### config.mk
export PLATFORM = sky130hd
export DESIGN_NAME = mod_counter_load
export DESIGN_NICKNAME = d
export VERILOG_FILES = /design/src/rtl/cnt_pkg.sv /design/src/rtl/mod_counter_load.sv
export SDC_FILE = /design/constraint.sdc
export NUM_CORES = 1
export LEC_CHECK = 0
export BUFFER_PORTS_ARGS = -buffer_cell sky130_fd_sc_hd__buf_4
export CORE_MARGIN = 5
export CORE_UTILIZATION = 38
export DETAILED_ROUTE_END_ITERATION = 6
export MAX_ROUTING_LAYER = met4
export PLACE_DENSITY_LB_ADDON = 0.3
export SYNTH_ARGS = -nofsm -noshare
export SYNTH_HDL_FRONTEND = slang
export SYNTH_SLANG_ARGS = --single-unit
### constraint.sdc
create_clock -name clk -period 3.4 [get_ports clk]
set_clock_uncertainty 0.1 [all_clocks]
set_input_delay 0.34 -clock clk [delete_from_list [all_inputs] [get_ports clk]]
set_output_delay 0.34 -clock clk [all_outputs]
set_load 0.1 [all_outputs]
### src/rtl/cnt_pkg.sv
// Shared definitions for the modulo pointer counter.
//   cnt_mode_e    : boundary behaviour (wrap around or saturate)
//   CNT_PRIORITY  : per-cycle request priority, highest first
package cnt_pkg;

    typedef enum logic {
        CNT_WRAP = 1'b0,
        CNT_SAT  = 1'b1
    } cnt_mode_e;

    // Requests are resolved in this order each cycle; lower-priority
    // requests raised in the same cycle are dropped.
    localparam string CNT_PRIORITY = "rst > clr > ld > enb";

endpackage

### src/rtl/mod_counter_load.sv
// Up/down modulo counter (range 0..MAX) with clear, load, wrap/saturate
// mode and a wrap-phase bit. Used as a read/write pointer generator for
// queues of non-power-of-two depth: two instances plus a phase compare
// give full/empty without a spare address bit.
// Ports:
//   clk, rst          : rising-edge clock, synchronous active-high reset
//   enb, up, mode     : step request, direction, boundary behaviour
//   clr, ld, ld_val   : synchronous clear / load (load clamps to MAX)
//   count, phase      : registered count and wrap-phase bit
//   at_max, at_zero   : combinational boundary flags of count
//   ovf, udf          : registered one-cycle boundary-request pulses
module mod_counter_load
    import cnt_pkg::*;
#(
    parameter int DW  = 4,
    parameter int MAX = 2**DW - 1
) (
    input  logic          clk,
    input  logic          rst,
    input  logic          enb,
    input  logic          up,
    input  cnt_mode_e     mode,
    input  logic          clr,
    input  logic          ld,
    input  logic [DW-1:0] ld_val,
    output logic [DW-1:0] count,
    output logic          phase,
    output logic          at_max,
    output logic          at_zero,
    output logic          ovf,
    output logic          udf
);

    // Boundary constants carried one bit wider so MAX = 2**DW-1 never
    // aliases with the step result.
    localparam logic [DW:0]   MAX_EXT  = (DW+1)'(MAX);
    localparam logic [DW-1:0] MAX_CNT  = DW'(MAX);
    localparam logic [DW:0]   ONE_EXT  = (DW+1)'(1);
    localparam logic [DW:0]   ZERO_EXT = (DW+1)'(0);

    logic [DW-1:0] count_r;
    logic          phase_r;
    logic          ovf_r;
    logic          udf_r;

    logic [DW-1:0] count_nxt_s;
    logic          phase_nxt_s;
    logic          ovf_nxt_s;
    logic          udf_nxt_s;
    logic [DW:0]   count_ext_s;
    logic [DW:0]   ld_ext_s;

    assign count_ext_s = {1'b0, count_r};
    assign ld_ext_s    = {1'b0, ld_val};

    // Next-state resolution in priority order clr > ld > enb (rst in the flop stage).
    always_comb begin
        count_nxt_s = count_r;
        phase_nxt_s = phase_r;
        ovf_nxt_s   = 1'b0;
        udf_nxt_s   = 1'b0;
        if (clr) begin
            count_nxt_s = '0;
            phase_nxt_s = 1'b0;
        end else if (ld) begin
            // Out-of-range load values clamp silently to MAX.
            if (ld_ext_s > MAX_EXT) begin
                count_nxt_s = MAX_CNT;
            end else begin
                count_nxt_s = ld_val;
            end
            phase_nxt_s = 1'b0;
        end else if (enb) begin
            if (up) begin
                if (count_ext_s == MAX_EXT) begin
                    ovf_nxt_s = 1'b1;
                    if (mode == CNT_WRAP) begin
                        count_nxt_s = '0;
                        phase_nxt_s = ~phase_r;
                    end else begin
                        count_nxt_s = count_r;
                        phase_nxt_s = phase_r;
                    end
                end else begin
                    count_nxt_s = DW'(count_ext_s + ONE_EXT);
                end
            end else begin
                if (count_ext_s == ZERO_EXT) begin
                    udf_nxt_s = 1'b1;
                    if (mode == CNT_WRAP) begin
                        count_nxt_s = MAX_CNT;
                        phase_nxt_s = ~phase_r;
                    end else begin
                        count_nxt_s = count_r;
                        phase_nxt_s = phase_r;
                    end
                end else begin
                    count_nxt_s = DW'(count_ext_s - ONE_EXT);
                end
            end
        end else begin
            count_nxt_s = count_r;
            phase_nxt_s = phase_r;
        end
    end

    // State and pulse registers; reset overrides every request on its edge.
    always_ff @(posedge clk) begin
        if (rst) begin
            count_r <= '0;
            phase_r <= 1'b0;
            ovf_r   <= 1'b0;
            udf_r   <= 1'b0;
        end else begin
            count_r <= count_nxt_s;
            phase_r <= phase_nxt_s;
            ovf_r   <= ovf_nxt_s;
            udf_r   <= udf_nxt_s;
        end
    end

    assign count   = count_r;
    assign phase   = phase_r;
    assign ovf     = ovf_r;
    assign udf     = udf_r;
    assign at_max  = (count_r == MAX_CNT);
    assign at_zero = (count_r == '0);

endmodule
==> results of run 1 <==
-- sequential cells by signal (all words and copies together) (netlist names) --
name and count:
udf 1, ovf 1, count 4, phase 1
-- layer usage --
| layer | global-route usage | routed length [um] | vias to the layer above |
|---|---|---|---|
| met3 | 0.0421 | 132 | 2 |
| met2 | 0.230 | 674 | 36 |
| met5 | - | 0 | - |
| met1 | 0.169 | 568 | 243 |
| li1 | - | - | 268 |
| met4 | 0.0663 | 13 | 0 |
-- area by class of cell --
type,count,area [sq um]
fill,128,622
clock buffer,4,26.3
inverter,4,15.0
timing repair buffer,19,143
multi-input combinational,46,337
sequential,7,140
tap,15,18.8
-- cells in the final DEF (no fill, tap or decap), types with 2 or more instances in the layout --
cell and instances:
buf_4 19, dfxtp_1 7, nor2_1 5, inv_1 4, a31oi_1 4, nand3_1 4, o21ai_0 3, a211oi_2 3
clkbuf_4 3, nor3_1 2, nand2_1 2, xor2_1 2, o211ai_1 2, ha_1 2
-- path summary, 6_finish.rpt --
kind / from / to / slack [ns] / cells after the start
setup / recovery: count[0] / at_max / 1.42 / 3
hold / removal: ld_val[1] / count[1] / 0.24 / 3
setup reg to reg: count[0] / count[0] / 1.43 / 6
hold reg to reg: phase / phase / 0.50 / 2
-- power groups by stage --
stage | Sequential (mW) | Clock [mW] | Combinational, mW
finish | 0.0919 | 0.0757 | 0.0827
global route | 0.0927 | 0.0809 | 0.0875
CTS | 0.0917 | 0.0768 | 0.0828
detailed placement | 0.0934 | 0 | 0.0826
global placement | 0.0932 | 0 | 0.0817
floorplan | 0.109 | 0 | 0.0455
-- through the flow --
| step | power, mW | area [sq um] | std cells | util |
|---|---|---|---|---|
| after global placement | 0.175 | 653 | 91 | 0.502 |
| after CTS | 0.251 | 679 | 95 | 0.522 |
| after floorplan | 0.154 | 519 | 61 | - |
| after detailed placement | 0.176 | 653 | 91 | 0.502 |
| final | 0.250 | 679 | 95 | 0.522 |
| after global routing | 0.261 | 679 | 95 | 0.522 |
-- cells by family (layout without fill, tap and decap cells) --
family,Yosys count,count (layout),synth area share
adders and majority gates,2,2,0.0482
xor gates and xnor gates,2,2,0.0337
buffers and inverters,8,27,0.0819
AOI/OAI and AO/OA,21,21,0.323
muxes,1,1,0.0193
and+or+nand+nor,20,20,0.224
DFF,7,7,0.270
-- worst max-delay path: stages, from the launching register on --
cell	delay, ns
dfxtp_1	0.52
ha_1	0.30
and3_2	0.19
buf_4	0.28
==> qor.csv, run 1 <==
stage,metric,value,unit
run_status,status,"finished, final reports clean",
sta,hold_slack,0.239,ns
logic_synthesis,synth_area_leaders,"dfxtp_1 (27%), a211oi_2 (7.2%), a31oi_1 (4.8%), ha_1 (4.8%), nand3_1 (3.9%)",
logic_synthesis,ys_seq_area_frac,0.270,
sta,finalCriticalPeriod,1.98,ns
clocking,clock_latency,0.25,ns
grt,grt_max_degree,12,
clocking,clockBufferDepth,2,
grt,grt_pass1_wl,2.15,mm
setup_path,cp_max_fo,10,
grt,grt_pass1_vias,470,
placed_design,hpwlAfterDp,1.07,mm
sta,setup_slack,1.42,ns
logic_synthesis,synth_area,519,sq um
drt,antenna_left,0,
floorplanning,core,1300,sq um
logic_synthesis,netlist_top_cells_count,"dfxtp_1 (7), nor2_1 (5), a31oi_1 (4), inv_1 (4), nand3_1 (4)",
logic_synthesis,ys_types,33,
grt,grt_overflow,0,
layout,nets,94,
pwr,leakage,0.305,nW
logic_synthesis,ys_ff_latch,7,
layout,antennaDiodeCount,0,
floorplanning,die_x,47.0,um
floorplanning,ios,20,
logic_synthesis,syn-num-nets,74,
pwr,p_seq_frac,0.367,
sta,hold_violations,0,
clocking,path_clk_slew,0.06,ns
drt,wl,1.39,mm
setup_path,cp.required,2.96,ns
floorplanning,fp.dieArea,2210,sq um
hold_path,hold_path.class,in -> reg,
sta,rsz0062_at_grt,no,
drt,vias,549,
clocking,cts_hold_buf,0,
logic_synthesis,synth_most_common_cell,dfxtp_1,
grt,groute.usage.overall,0.146,
clocking,htree_num_levels,1,
sta,slew_headroom,0.743,
pwr,p_sw,0.0932,mW
setup_path,worstPathArrival,1.54,ns
clocking,cts_setup_buffers,0,
clocking,post_cts_resized,0,
placed_design,portBuffers,19,
sta,fmax,505,MHz
sta,setup_viol,0,
logic_synthesis,synth-async-reset-ratio,0,
sta,tns,0,ns
clocking,cts_tree,yes,
drt,via_per_inst,5.78,
sta,tightest_slew,0.385,ns
setup_path,critPathKind,reg -> out,
layout,drive_gt1_frac,0.375,
setup_path,startpoint_type,register,
drt,wl_per_cell,14.6,um
pwr,intPower,0.157,mW
pwr,power_frac_clock,0.303,
pwr,ir_drop,0.193,mV
placed_design,place.gp.congestion,0.905,
clocking,cts_buffers,3,
logic_synthesis,synthFlopType,dfxtp_1,
layout,area_growth,30.8,%
logic_synthesis,synth_top_area_frac,0.270,
floorplanning,start_util,0.399,
drt,first_iter_violations,27,
floorplanning,rows,13,
run,maxCapViolations,0,
logic_synthesis,synth_top_area_cell,dfxtp_1,
logic_synthesis,avgSynthCellArea,8.51,sq um
sta,min_period_over_period,0.583,
setup_path,end_kind,output pin,
sta,drv_slew,0,
logic_synthesis,synth_edf_count,0,
drt,drc,0,
floorplanning,die_y,47.0,um
pwr,pwr-share-comb,0.330,
clocking,cts-root-buf,clkbuf_4,
logic_synthesis,synth_cells,61,
logic_synthesis,ys_warn_count,0,
placed_design,pre_cts_ws,1.44,ns
pwr,power_density,368,nW/um^2
drt,dr.pass1.iters,4,
pwr,sw_frac_of_total,0.372,
clocking,clock_sinks,7,
grt,antenna_found_initial,0,
Note: power is estimated with default switching activity, not from simulation.
==> inputs of run 2 (changes only) <==
--- a/config.mk
+++ b/config.mk
@@ -5,6 +5,7 @@
 export SDC_FILE = /design/constraint.sdc
 export NUM_CORES = 1
 export LEC_CHECK = 0
+export ABC_AREA = 1
 export BUFFER_PORTS_ARGS = -buffer_cell sky130_fd_sc_hd__buf_4
 export CORE_MARGIN = 5
 export CORE_UTILIZATION = 38
==> constraint.sdc (replaced) <==
create_clock -name clk -period 1.9 [get_ports clk]
set_clock_uncertainty 0.1 [all_clocks]
set_input_delay 0.19 -clock clk [delete_from_list [all_inputs] [get_ports clk]]
set_output_delay 0.19 -clock clk [all_outputs]
set_load 0.1 [all_outputs]
==> run 2 against run 1 <==
Net effect: clock power up 76%; synthesized cell count up 46%; non-clock buffer count unchanged; sequential cell count unchanged; die area up 0.94%; sequential share of layout area up 0.61 points; count of clock-buffer cells in the layout unchanged; critical path depth up 2; critical path type unchanged; largest cell class unchanged; largest power group is now combinational cells.
==> qor.csv, run 2 <==
stage,metric,value,unit
logic_synthesis,synth_top_area_cell,dfxtp_1,
logic_synthesis,synth_most_common_cell,nand2_1,
drt,dr.pass1.iters,4,
drt,via_per_inst,4.82,
logic_synthesis,ys_warn_count,0,
floorplanning,ios,20,
setup_path,cp.required,1.61,ns
grt,busiest_layer,met2,
layout,drive_gt1_frac,0.300,
layout,area_growth,39.0,%
clocking,post_cts_resized,0,
sta,slew_headroom,0.812,
logic_synthesis,ys_seq_area_frac,0.267,
sta,tightest_slew,0.284,ns
floorplanning,die_y,47.2,um
layout,antennaDiodeCount,0,
grt,groute.usage.overall,0.154,
grt,use_met1,0.186,
layout,finalInstanceArea,731,sq um
drt,antenna_left,0,
placed_design,pre_cts_ws,0.493,ns
clocking,cts_setup_buffers,0,
setup_path,end_kind,output pin,
logic_synthesis,netlist_top_cells_count,"nand2_1 (31), inv_1 (13), nor2_1 (11)",
placed_design,dpl_cell_area,704,sq um
pwr,intPower,0.278,mW
drt,wl_per_cell,10.3,um
clocking,htree_num_levels,1,
setup_path,r2r_slack,0.48,ns
hold_path,hp-start,rst,
layout,finalNonFillerCells,125,
logic_synthesis,ys_ff_latch,7,
setup_path,critPathKind,reg -> out,
sta,min_period_over_period,0.872,
grt,grt_overflow,0,
clocking,cts_tree,yes,
pwr,power_density,618,nW/um^2
floorplanning,core,1300,sq um
placed_design,portBuffers,19,
logic_synthesis,synth_top_area_frac,0.267,
grt,grt_pass1_wl,2.33,mm
grt,grt_pass1_vias,567,
hold_path,holdPathEnd,count[3],
logic_synthesis,avgSynthCellArea,5.90,sq um
logic_synthesis,synth_edf_count,0,
pwr,power_frac_clock,0.294,
setup_path,worstPathArrival,1.37,ns
placed_design,hpwlAfterDp,1.07,mm
logic_synthesis,synth_area_leaders,"dfxtp_1 (27%), nand2_1 (22%), inv_1 (9.3%), nor2_1 (7.9%), nand3_1 (7.6%)",
logic_synthesis,synth_area,526,sq um
grt,antenna_found_initial,0,
hold_path,hold_path.class,in -> reg,
hold_path,hold_path_depth,4,
grt,met3_usage,0.0613,
run,maxCapViolations,0,
drt,first_iter_violations,10,
layout,nets,124,
pwr,p_seq_frac,0.351,
floorplanning,fp.dieArea,2230,sq um
pwr,p_sw,0.174,mW
sta,fmax,603,MHz
placed_design,place.gp.congestion,0.766,
floorplanning,start_util,0.404,
setup_path,r2r_start,count[0],
sta,setup_slack,0.243,ns
setup_path,cp_max_fo,6,
floorplanning,die_x,47.2,um
sta,setup_viol,0,
clocking,cts_buffers,3,
logic_synthesis,synthFlopType,dfxtp_1,
layout,layout_commonest_cell,nand2_1,
clocking,cts-root-buf,clkbuf_4,
pwr,ir_drop,0.362,mV
pwr,pwr-share-comb,0.355,
clocking,cts_hold_buf,0,
clocking,clockBufferDepth,2,
setup_path,r2r-end,count[1],
logic_synthesis,synth-async-reset-ratio,0,
sta,rsz0062_at_grt,no,
sta,drv_slew,0,
drt,drc,0,
drt,wl,1.29,mm
logic_synthesis,syn-num-nets,102,
sta,finalCriticalPeriod,1.66,ns
floorplanning,rows,13,
clocking,path_clk_slew,0.05,ns
sta,hold_violations,0,
logic_synthesis,synth_cells,89,
run_status,status,"finished, final reports clean",
pwr,sw_frac_of_total,0.385,
sta,hold_slack,0.0760,ns
placed_design,dp.cells,121,
clocking,clock_latency,0.25,ns
setup_path,r2r_cells,7,
clocking,clock_sinks,7,
layout,layout_common_cells,"nand2_1 (30), buf_4 (19), inv_1 (12)",
layout,largest_register_ffs,4,
setup_path,startpoint_type,register,
logic_synthesis,ys_types,15,
drt,vias,602,
grt,use_met2,0.241,
pwr,leakage,0.373,nW
grt,grt_max_degree,9,
==> run 2: worst max-delay path by stage <==
stage | cells past startpoint | endpoint | slack, ns | start
after floorplan | 8 | count[0] | -0.06 | count[0]
after global placement | 7 | count[1] | 0.52 | count[0]
after detailed placement | 7 | count[0] | 0.49 | count[0]
after CTS | 5 | at_zero | 0.23 | count[1]
after global routing | 5 | at_zero | 0.1 | count[0]
final | 5 | at_zero | 0.24 | count[0]
==> run 2: cells by family after synthesis <==
kind of cell,synth area share
flip-flops,0.267
AND/OR/NAND/NOR,0.471
buffers and inverters,0.124
adder cells (fa/ha/maj),0.0476
AO/OA/AOI/OAI,0.0571
XOR/XNOR,0.0333
==> run 2: power by group through the flow <==
| stage | Clock, mW | Sequential (mW) | Combinational (mW) |
|---|---|---|---|
| global route | 0.148 | 0.160 | 0.175 |
| finish | 0.133 | 0.159 | 0.160 |
| global placement | 0 | 0.162 | 0.160 |
| detailed placement | 0 | 0.162 | 0.161 |
| CTS | 0.138 | 0.159 | 0.162 |
| floorplan | 0 | 0.196 | 0.0856 |
==> run 2: critical path, cell delays in order, from the launching register on <==
cell	delay [ns]
dfxtp_4	0.36
inv_1	0.09
ha_1	0.24
nand2_1	0.09
inv_1	0.06
buf_4	0.28
==> run 2: per-stage QoR <==
| stage | utilization | setup TNS (ns) | power [mW] |
|---|---|---|---|
| finish | 0.562 | 0 | 0.452 |
| global route | 0.562 | 0 | 0.483 |
| CTS | 0.562 | 0 | 0.458 |
| detailed placement | 0.541 | 0 | 0.323 |
| global placement | 0.541 | 0 | 0.321 |
| floorplan | - | -0.211 | 0.282 |
==> run 2: final cells by class <==
cell class | instances | area, sq um
clock buffers | 4 | 26.3
fillers | 146 | 571
inverters | 14 | 52.6
multi-input cells | 66 | 335
flip-flops and latches | 7 | 155
well taps | 15 | 18.8
repair buffers | 19 | 143
==> run 2: metal layers <==
metal	share of wire	wire length (um)	vias to the layer above
li1	-	-	320
met1	0.43	556	265
met2	0.48	625	17
met3	0.084	109	0
met4	0	0	0
met5	0	0	-
